<file path="config.mk">
export PLATFORM = sky130hd
export DESIGN_NAME = shiftmul
export DESIGN_NICKNAME = d
export VERILOG_FILES = /design/src/rtl/shiftmul.sv
export SDC_FILE = /design/constraint.sdc
export NUM_CORES = 1
export LEC_CHECK = 0
export ABC_AREA = 1
export BUFFER_PORTS_ARGS = -buffer_cell sky130_fd_sc_hd__buf_2
export CAP_MARGIN = 15
export CORE_ASPECT_RATIO = 1.75
export CORE_MARGIN = 2
export CORE_UTILIZATION = 28
export CTS_BUF_LIST = sky130_fd_sc_hd__clkbuf_8
export DETAILED_ROUTE_END_ITERATION = 16
export PLACE_DENSITY = 0.44
export SYNTH_ARGS = -nofsm -noshare
export SYNTH_HDL_FRONTEND = slang
export SYNTH_SLANG_ARGS = --single-unit
</file>
<file path="constraint.sdc">
create_clock -name clk -period 19.3 [get_ports clk]
set_input_delay 3.86 -clock clk [delete_from_list [all_inputs] [get_ports clk]]
set_output_delay 3.86 -clock clk [all_outputs]
set_load 0.05 [all_outputs]
</file>
<file path="src/rtl/shiftmul.sv">
// Sequential shift-add multiplier: WIDTH x WIDTH -> 2*WIDTH product, signed or unsigned.
// Magnitudes are multiplied unsigned over WIDTH cycles, then the sign is applied in FIX.
module shiftmul #(
  parameter int WIDTH = 32
) (
  input  logic             clk,
  input  logic             rst,
  input  logic             trigger,
  input  logic             is_signed,
  input  logic [WIDTH-1:0] a,
  input  logic [WIDTH-1:0] b,
  output logic             busy,
  output logic             done,
  output logic [WIDTH-1:0] p_lo,
  output logic [WIDTH-1:0] p_hi
);

  // Handshake: trigger is accepted only on an edge where the unit is idle (busy = 0);
  // done then drops on that edge and rises, level-held, WIDTH+1 edges later with the result.
  localparam int CW = $clog2(WIDTH);
  localparam logic [CW-1:0] LAST = CW'(WIDTH - 1);

  localparam logic [1:0] S_IDLE = 2'd0;
  localparam logic [1:0] S_CALC = 2'd1;
  localparam logic [1:0] S_FIX  = 2'd2;

  logic [1:0]         r_state;
  logic [2*WIDTH-1:0] r_mcand;
  logic [2*WIDTH-1:0] r_acc;
  logic [WIDTH-1:0]   r_mplier;
  logic [CW-1:0]      r_count;
  logic               r_neg;
  logic               r_busy;
  logic               r_done;
  logic [WIDTH-1:0]   r_p_lo;
  logic [WIDTH-1:0]   r_p_hi;

  logic [WIDTH-1:0]   w_a_mag;
  logic [WIDTH-1:0]   w_b_mag;
  logic [2*WIDTH-1:0] w_acc_next;
  logic [2*WIDTH-1:0] w_result;

  // -0x80..0 wraps to itself, which read unsigned is exactly 2^(WIDTH-1).
  assign w_a_mag    = (is_signed && a[WIDTH-1]) ? -a : a;
  assign w_b_mag    = (is_signed && b[WIDTH-1]) ? -b : b;
  assign w_acc_next = r_mplier[0] ? (r_acc + r_mcand) : r_acc;
  assign w_result   = r_neg ? -r_acc : r_acc;

  always_ff @(posedge clk or posedge rst) begin
    if (rst) begin
      r_state  <= S_IDLE;
      r_mcand  <= '0;
      r_acc    <= '0;
      r_mplier <= '0;
      r_count  <= '0;
      r_neg    <= 1'b0;
      r_busy   <= 1'b0;
      r_done   <= 1'b0;
      r_p_lo   <= '0;
      r_p_hi   <= '0;
    end else begin
      case (r_state)
        S_IDLE: begin
          if (trigger) begin
            r_mcand  <= {{WIDTH{1'b0}}, w_a_mag};
            r_mplier <= w_b_mag;
            r_neg    <= is_signed & (a[WIDTH-1] ^ b[WIDTH-1]);
            r_acc    <= '0;
            r_count  <= '0;
            r_done   <= 1'b0;
            r_busy   <= 1'b1;
            r_state  <= S_CALC;
          end
        end
        S_CALC: begin
          // r_mcand is kept pre-shifted, so it always equals mcand << count.
          r_acc    <= w_acc_next;
          r_mcand  <= r_mcand << 1;
          r_mplier <= r_mplier >> 1;
          r_count  <= r_count + 1'b1;
          if (r_count == LAST) r_state <= S_FIX;
        end
        S_FIX: begin
          {r_p_hi, r_p_lo} <= w_result;
          r_done  <= 1'b1;
          r_busy  <= 1'b0;
          r_state <= S_IDLE;
        end
        default: r_state <= S_IDLE;
      endcase
    end
  end

  assign busy = r_busy;
  assign done = r_done;
  assign p_lo = r_p_lo;
  assign p_hi = r_p_hi;

endmodule

</file>
## After elaboration in Yosys (flattened, before gate mapping)

Cells that the tools add are included.
W data, S select, Z words.

| storage, ports and cells | value |
|---|---|
| memories | 0 |
| bits in latches | 0 |
| output and inout bits | 66 |
| memory bits (read-only) | 0 |
| memory bits (writable) | 0 |
| bits of input ports | 68 |
| flip-flop bits (word level) | 234 |

| cells by class | value |
|---|---|
| bitwise logic cells | 2 |
| div/mod/pow operators | 0 |
| shift-type cells | 0 |
| reductions and logical operators | 10 |
| mux-type cells | 19 |
| multipliers | 0 |
| eq/ne operators | 6 |
| add/sub/neg operators | 5 |
| order comparisons | 0 |

Operators by type and width:

| operator | count |
|---|---|
| $mux W64 | 4 |
| $pmux W64 S2 | 2 |
| $mux W32 | 3 |
| $add A64 B64 Y64 | 1 |
| $neg A32 Y32 | 2 |
| $neg A64 Y64 | 1 |
| $pmux W32 S2 | 1 |
| $pmux W5 S2 | 1 |
| $reduce_and A2 Y1 | 4 |
| $ne A2 B2 Y1 const B | 3 |
| $add A5 B1 Y5 const B | 1 |
| $eq A5 B5 Y1 const B | 1 |
| $mux W5 | 1 |
| $mux W2 | 2 |
| $pmux W1 S2 | 2 |
| $pmux W2 S2 | 1 |
| $reduce_bool A2 Y1 | 2 |
| $reduce_and A3 Y1 | 1 |
| $eq A2 B1 Y1 const B | 1 |
| $eq A2 B2 Y1 const B | 1 |
| $logic_and A1 B1 Y1 | 2 |
| $logic_not A2 Y1 | 1 |
| $mux W1 | 2 |
| $and A1 B1 Y1 | 1 |
| $xor A1 B1 Y1 | 1 |

## Depth between registers and ports, before layout

Gate-level depths: netlist of run 1.

| logic depth | value |
|---|---|
| word-level depth | 4 |
| mapped depth | 16 |
| depth with buffers taken out | 16 |

## Least setup slack after synthesis of run 1

Ideal clock, no wire load.

| path | value |
|---|---|
| path kind | input-to-reg |
| start | input port a[0] |
| end | register r_mcand[28] |
| stages on the path | 11 |
| arrival | 5.018 ns |
| path slack | 14.161 ns |
| setup time | 0.121 ns |
| cell sequence | inv_1 > ha_1 > nand4_2 > nor2_2 > nand2_2 > nor2_2 > nand2_1 > nand2_2 > nand4_1 > nand3_1 > nand2_1 |

| between the ends | value |
|---|---|
| cells in the longest elaborated chain, start to end | 4 |

Ends and longest elaborated chain:

| what | line | text |
|---|---|---|
| start: declaration | 10 | `input logic [WIDTH-1:0] a,` |
| $neg A32 Y32 | 44 | `assign w_a_mag = (is_signed && a[WIDTH-1]) ? -a : a;` |
| $mux W32 | 44 |  |
| $mux W64 | 64 | `if (trigger) begin` |
| $pmux W64 S2 | 62 | `case (r_state)` |
| end signal: assignment | 65 | `r_mcand <= {{WIDTH{1'b0}}, w_a_mag};` |
| end signal: assignment | 78 | `r_mcand <= r_mcand << 1;` |
| end: declaration | 28 | `logic [2*WIDTH-1:0] r_mcand;` |

Every way passes these cells. The select of a mux whose other input is x is not followed.
A chain may end at the register's enable or synchronous reset.

## Worst setup path after layout of run 1

| path | value |
|---|---|
| start | input port trigger |
| end | register r_acc[13] |

| between the ends | value |
|---|---|
| cells in the longest elaborated chain, start to end | 2 |

Ends and longest elaborated chain:

| what | line | text |
|---|---|---|
| start: declaration | 8 | `input logic trigger,` |
| $ne A2 B2 Y1 (no source line) | -- |  |
| $reduce_and A3 Y1 (no source line) | -- |  |
| end signal: assignment | 77 | `r_acc <= w_acc_next;` |
| end: declaration | 29 | `logic [2*WIDTH-1:0] r_acc;` |

Every way passes these cells.

==> impl_metrics.csv, run 1 <==
group,metric,value,unit
finish,stdcell_area,20800,um^2
pwr,power.density,160.0,nW/um^2
pwr,total_net_switching_power,1818,uW
hold_path,hp-class,"flop to flop",
critical_path,required_time_of_the_critical_path,19.81,ns
cts,cts-htree-levels,2,
finish,layout-drive-gt1-share,0.09185,
routing,wire_per_inst,19.06,um
critical_path,path_cells,"buf_2 > nand3_2 > buf_4 > inv_2 > nor2_4 > buf_4 > inv_1 > o21ai_0",
logic_synthesis,synth-seq-cells,234,
routing,viasPerCell,4.822,
sta,max_freq,173.5,MHz
logic_synthesis,syn_nets,3086,
routing,final_antenna_net_count,0,
run,maxCapViolations,0,
sta,final_min_period_over_clock_period,0.2986,
critical_path,worst_ep_arrival_time,6.27,ns
critical_path,worstPathBufferInverterCount,5,
critical_path,crit_fanout,41,
place,placement.io_buffers,133,
floorplanning,die_outline_area,67780,um^2
critical_path,cpMostUsedCell,"sky130_fd_sc_hd__buf_4",
cts,post_cts.repair.setup_buffers,0,
critical_path,cp_slowest_cell,"sky130_fd_sc_hd__inv_1",
floorplanning,core_region_area,65160,um^2
cts,ctsResizeCount,0,
global_route,grt_pass1_vias,18550,
cts,cts-root-buf,"sky130_fd_sc_hd__clkbuf_8",
finish,fin_nets,3201,
critical_path,timing.setup.critical_path_class,"primary input to flop",
sta,clock_skew,0.05610,ns
place,post_dp_cell_area,19900,um^2
pwr,cellLeakagePower,0.01129,uW
place,final_weighted_congestion_of_routability_driven_global_placement,0.9533,
pwr,p_int,1510,uW
routing,final_wl,74570,um
cts,clk-insertion-delay-late,0.64,ns
pwr,post-layout-total-power,3328,uW
sta,timing.setup.tns,0,ns
sta,timing.final.max_slew_violations,0,
logic_synthesis,yosysUniqueCellTypes,48,
global_route,grt_first_pass_wirelength,111600,um
floorplanning,num_io_pins,134,
logic_synthesis,asyncSetResetFlopFracSynth,1.000,
cts,clockBufferDepth,3,
routing,route.detailed.drc,0,
floorplanning,row_count,124,
logic_synthesis,synth_edf_count,0,
logic_synthesis,avgSynthCellArea,6.231,um^2
finish,layout-area-overhead-vs-synth,13.19,%
cts,cts_tree,"built",
global_route,maximum_number_of_pins_on_one_net_before_global_route_repair,113,
pwr,sequential_cell_fraction_of_total_power,0.276,
critical_path,critical-path-max-stage-delay,0.53,ns
logic_synthesis,synth_sequential_area_ratio,0.3186,
place,dpl.hpwl,60150,um
pwr,comb_power_share,0.567,
finish,mostFrequentLayoutCell,"sky130_fd_sc_hd__nand2_1",
pwr,p_sw_frac,0.5463,
routing,detailedRoute.firstIterationViolations,1237,
floorplanning,die_height,342.9,um
global_route,grtUsageTotal,0.2201,
outcome,status,"completed",
cts,clock-sinks,234,
cts,clkSlewWorstSetupHoldPaths,0.06,ns
floorplanning,floorplan.initialDensity,0.2820,
critical_path,worst_path_dominant_cell_family,"buffers and inverters",
cts,holdBufCountCts,0,
finish,final_cell_mix,"sky130_fd_sc_hd__nand2_1, sky130_fd_sc_hd__inv_1, sky130_fd_sc_hd__nor2_1",
pwr,clock_power_share,0.157,
sta,worst_slew_pin_slew,0.9530,ns
global_route,grt.overflow.total,0,
sta,timing.final.setup_violations,0,
cts,tritoncts_buffer_count,40,
floorplanning,die_width,197.7,um
pwr,ir_worst_vdd,0.00005643,V
critical_path,worstSetupEndpointType,"flop",
sta,timing.final.crit_period,5.763,ns
logic_synthesis,yosysWarningCount,0,
sta,slew-limit-headroom,0.3640,
routing,first_pass_iters,6,
global_route,antenna_found_initial,1,
sta,rsz_0062_raised_after_global_routing,"false",
routing,routed-via-count,18860,
logic_synthesis,postSynthCellCount,2949,
logic_synthesis,synth.cell_area,18380,um^2
critical_path,critical_path.startpoint_type,"primary input",
sta,timing.final.hold_violations,0,
logic_synthesis,synth_top_flop_cell,"sky130_fd_sc_hd__dfrtp_1",
-- logic make-up (layout without fill, tap and decap cells) --
logic type,count (synthesis),after routing,synth area share
AO/OA/AOI/OAI,353,353,0.1105
XOR/XNOR,56,56,0.02669
adder cells (fa/ha/maj),69,69,0.04739
buffers and inverters,578,721,0.1194
flip-flops,234,234,0.3186
other,0,1,0
AND/OR/NAND/NOR,1659,1659,0.3774
-- registers in the layout, summed over array words and instances, names as in the netlist --
name and flops:
p_lo 32, r_count 5, r_state 2, r_mcand 64, busy 1, r_mplier 32
r_acc 64, r_neg 1, p_hi 32, done 1
-- cells in the mapped netlist, types with 18 or more instances --
cell                       number  share of area
sky130_fd_sc_hd__buf_2         18         0.0049
sky130_fd_sc_hd__nor2_1       257          0.052
sky130_fd_sc_hd__a22oi_1       56          0.023
sky130_fd_sc_hd__nor2_2        19         0.0065
sky130_fd_sc_hd__o21ai_0      137          0.037
sky130_fd_sc_hd__nand4_1       35          0.012
sky130_fd_sc_hd__dfrtp_1      234           0.32
sky130_fd_sc_hd__a21oi_1       75          0.020
sky130_fd_sc_hd__inv_1        492           0.10
sky130_fd_sc_hd__o22ai_1       40          0.014
sky130_fd_sc_hd__xor2_1        50          0.024
sky130_fd_sc_hd__ha_1          68          0.046
sky130_fd_sc_hd__clkbuf_1      40         0.0082
sky130_fd_sc_hd__nor3_1        25         0.0068
sky130_fd_sc_hd__nand3_1      227          0.062
sky130_fd_sc_hd__nand2_1     1035           0.21
-- worst paths after layout --
| kind | from | end | slack [ns] | cells past startpoint |
|---|---|---|---|---|
| max | trigger | r_acc[13] | 13.54 | 8 |
| min | p_hi[17] | p_hi[17] | 0.47 | 2 |
| max reg2reg | r_acc[6] | r_acc[57] | 16.17 | 12 |
| min reg2reg | p_hi[17] | p_hi[17] | 0.47 | 2 |
| max in group asynchronous | rst | r_neg | 14.42 | 3 |
| min in group asynchronous | rst | p_hi[26] | 3.41 | 2 |
-- cell type report --
type	count	area, um^2
Inverter	507	1912
Antenna cell	1	2.502
Clock inverter	19	198.9
Sequential cell	234	5857
Timing Repair Buffer	144	748.2
Tap cell	819	1025
Multi-Input combinational cell	2137	10350
Clock buffer	51	701.9
Fill cell	7388	44360
-- worst min-delay path: cells and delay by family (launching register included) --
kind	cells	cell delay (ns)
flops	1	0.34
simple gates	2	0.10
-- power groups by stage --
stage | Sequential [uW] | Combinational, uW | Clock, uW
after floorplan | 831 | 1270 | 0
after global placement | 926 | 1880 | 0
after detailed placement | 927 | 1890 | 0
after CTS | 919 | 1900 | 545
after global routing | 929 | 2120 | 559
final | 919 | 1890 | 522
-- per-layer routing --
metal	wire length [um]	up-vias	GRT usage
li1	-	9537	-
met1	26720	8729	0.2214
met2	39540	431	0.4190
met3	2075	167	0.02074
met4	6226	0	0.1582
met5	0	-	0
-- metrics by stage --
stage | hold WS, ns | util | worst slack [ns] | std cells
CTS | 0.4800 | 0.3192 | 13.56 | 3911
finish | 0.4714 | 0.3192 | 13.54 | 3912
floorplan | 0.4501 | - | 9.022 | 2949
detailed placement | 0.4626 | 0.3053 | 12.88 | 3841
global placement | 0.4651 | 0.3053 | 12.94 | 3841
global route | 0.5084 | 0.3192 | 13.29 | 3912
No activity file was read; power rests on OpenSTA's default activity.
==> run 2: changes to the inputs <==
Clock period 19.3 ns to 5.71 ns, I/O delays scaled along.
==> run 2 against run 1 <==
Largest cell class unchanged. Setup slack lost 11 ns. Flip-flop and latch count stayed put. Critical path type unchanged. Clock skew fell by 0.027 ns. Clock-buffer cell count increased by 5. Cell area up 0.31%. Clock power increased to 3.4 times the previous value. Total power rose to 3.4 times the previous value.
==> impl_metrics.csv, run 2 (synthesis results as in run 1) <==
group,metric,value,unit
finish,layout-drive-gt1-share,0.09452,
critical_path,worst_ep_arrival_time,4.02,ns
cts,post_cts.repair.setup_buffers,0,
critical_path,timing.setup.critical_path_class,"primary input to flop",
sta,timing.final.max_slew_violations,0,
floorplanning,row_count,124,
place,dp.cells,3841,
sta,max_freq,281.0,MHz
hold_path,hp-class,"flop to flop",
sta,timing.final.hold_violations,0,
place,placement.io_buffers,133,
finish,instances_no_fill,3920,
pwr,ir_worst_vdd,0.0001548,V
cts,tritoncts_buffer_count,43,
sta,timing.final.crit_period,3.559,ns
finish,multi_input_comb_area,10350,um^2
cts,clkSlewWorstSetupHoldPaths,0.06,ns
floorplanning,num_io_pins,134,
sta,final_min_period_over_clock_period,0.6233,
routing,wire_per_inst,19.22,um
critical_path,crit_fanout,41,
floorplanning,core_region_area,65160,um^2
sta,clock_skew,0.02913,ns
finish,final_cell_mix,"sky130_fd_sc_hd__nand2_1, sky130_fd_sc_hd__inv_1, sky130_fd_sc_hd__nor2_1",
global_route,maximum_number_of_pins_on_one_net_before_global_route_repair,128,
place,dpl.hpwl,61190,um
cts,clock-sinks,234,
finish,seq_area,5857,um^2
cts,clockBufferDepth,3,
finish,total_of_fill_cells_in_the_finished_design,7378,
sta,timing.final.setup_violations,0,
routing,first_pass_iters,6,
sta,rsz_0062_raised_after_global_routing,"false",
cts,cts-htree-levels,2,
routing,final_antenna_net_count,0,
routing,routed-via-count,18820,
finish,fin_nets,3204,
cts,cts-root-buf,"sky130_fd_sc_hd__clkbuf_8",
critical_path,critical_path.startpoint_type,"primary input",
floorplanning,die_height,342.9,um
sta,timing.setup.tns,0,ns
finish,largest_registers,"r_acc (64), r_mcand (64)",
global_route,grt.overflow.total,0,
routing,final_wl,75330,um
cts,clk-insertion-delay-late,0.62,ns
routing,detailedRoute.firstIterationViolations,1021,
global_route,grt_pass1_vias,18710,
place,final_weighted_congestion_of_routability_driven_global_placement,0.9353,
floorplanning,die_outline_area,67780,um^2
routing,route.detailed.drc,0,
routing,viasPerCell,4.800,
global_route,antenna_found_initial,1,
finish,mostFrequentLayoutCell,"sky130_fd_sc_hd__nand2_1",
sta,worst_slew_pin_slew,0.9473,ns
cts,holdBufCountCts,0,
sta,slew-limit-headroom,0.3678,
pwr,power.density,543.1,nW/um^2
outcome,status,"completed",
finish,layout-area-overhead-vs-synth,13.54,%
pwr,cellLeakagePower,0.01131,uW
floorplanning,die_width,197.7,um
global_route,grtUsageTotal,0.2223,
cts,ctsResizeCount,0,
cts,cts_tree,"built",
run,maxCapViolations,0,
finish,finalCoreUtilization,0.3202,
global_route,grt_first_pass_wirelength,112500,um
critical_path,worstSetupEndpointType,"flop",
floorplanning,floorplan.initialDensity,0.2820,
critical_path,required_time_of_the_critical_path,6.17,ns
[run 2: cell types whose count changed in the layout (fill, tap and decap cells not counted), sizes merged]
cell | previous run | this run
clkbuf | 51 | 56
bufinv | 4 | 2
clkinvlp | 0 | 4
clkinv | 7 | 10
inv | 515 | 513
[run 2: path summary, 6_finish.rpt]
check / depth (start not counted) / slack, ns / to / startpoint
worst max register to register: 7 / 2.26 / r_acc[21] / r_state[0]
max in group asynchronous: 3 / 4.26 / r_mplier[12] / rst
worst min-delay path: 2 / 0.47 / p_hi[17] / p_hi[17]
worst min register to register: 2 / 0.47 / p_hi[17] / p_hi[17]
min in group asynchronous: 3 / 0.68 / p_hi[23] / rst
worst max-delay path: 7 / 2.15 / r_acc[21] / trigger
[run 2: final cells by class]
type	instances	share of cell area
inverter	507	0.09145
timing repair buffer	144	0.03706
antenna	1	0.0001199
multi-input combinational	2137	0.4963
clock inverter	22	0.008276
sequential	234	0.2807
tap	819	0.04912
clock buffer	56	0.03694
[run 2: metal layers]
metal / vias up / wire, um / global-route usage / share of wire
met1: 8678 / 26430 / 0.2205 / 0.35
met5: - / 0 / 0 / 0
met4: 0 / 5792 / 0.1570 / 0.077
met3: 159 / 2251 / 0.02015 / 0.030
met2: 441 / 40860 / 0.4287 / 0.54
li1: 9539 / - / - / -
[run 2: power by group]
| group | internal (uW) | switching (uW) |
|---|---|---|
| sequential | 2230 | 905 |
| clock | 978 | 815 |
| combinational | 1900 | 4510 |
| total | 5110 | 6230 |
[run 2: critical path: stages]
cell	delay (ns)
sky130_fd_sc_hd__buf_2	0.09
sky130_fd_sc_hd__nand3_2	0.68
sky130_fd_sc_hd__inv_2	0.84
sky130_fd_sc_hd__nor2_4	0.02
sky130_fd_sc_hd__buf_4	0.29
sky130_fd_sc_hd__inv_1	0.71
sky130_fd_sc_hd__o21ai_0	0.19
[run 2: per-stage QoR]
| step | hold WS, ns | total power (uW) | cell area (um^2) | setup WS [ns] |
|---|---|---|---|---|
| CTS | 0.4784 | 11450 | 20860 | 2.086 |
| detailed placement | 0.4622 | 9587 | 19920 | 1.442 |
| global route | 0.5022 | 12240 | 20860 | 1.817 |
| floorplan | 0.4501 | 7109 | 18380 | 1.504 |
| finish | 0.4700 | 11330 | 20860 | 2.151 |
| global placement | 0.4632 | 9530 | 19920 | 1.470 |
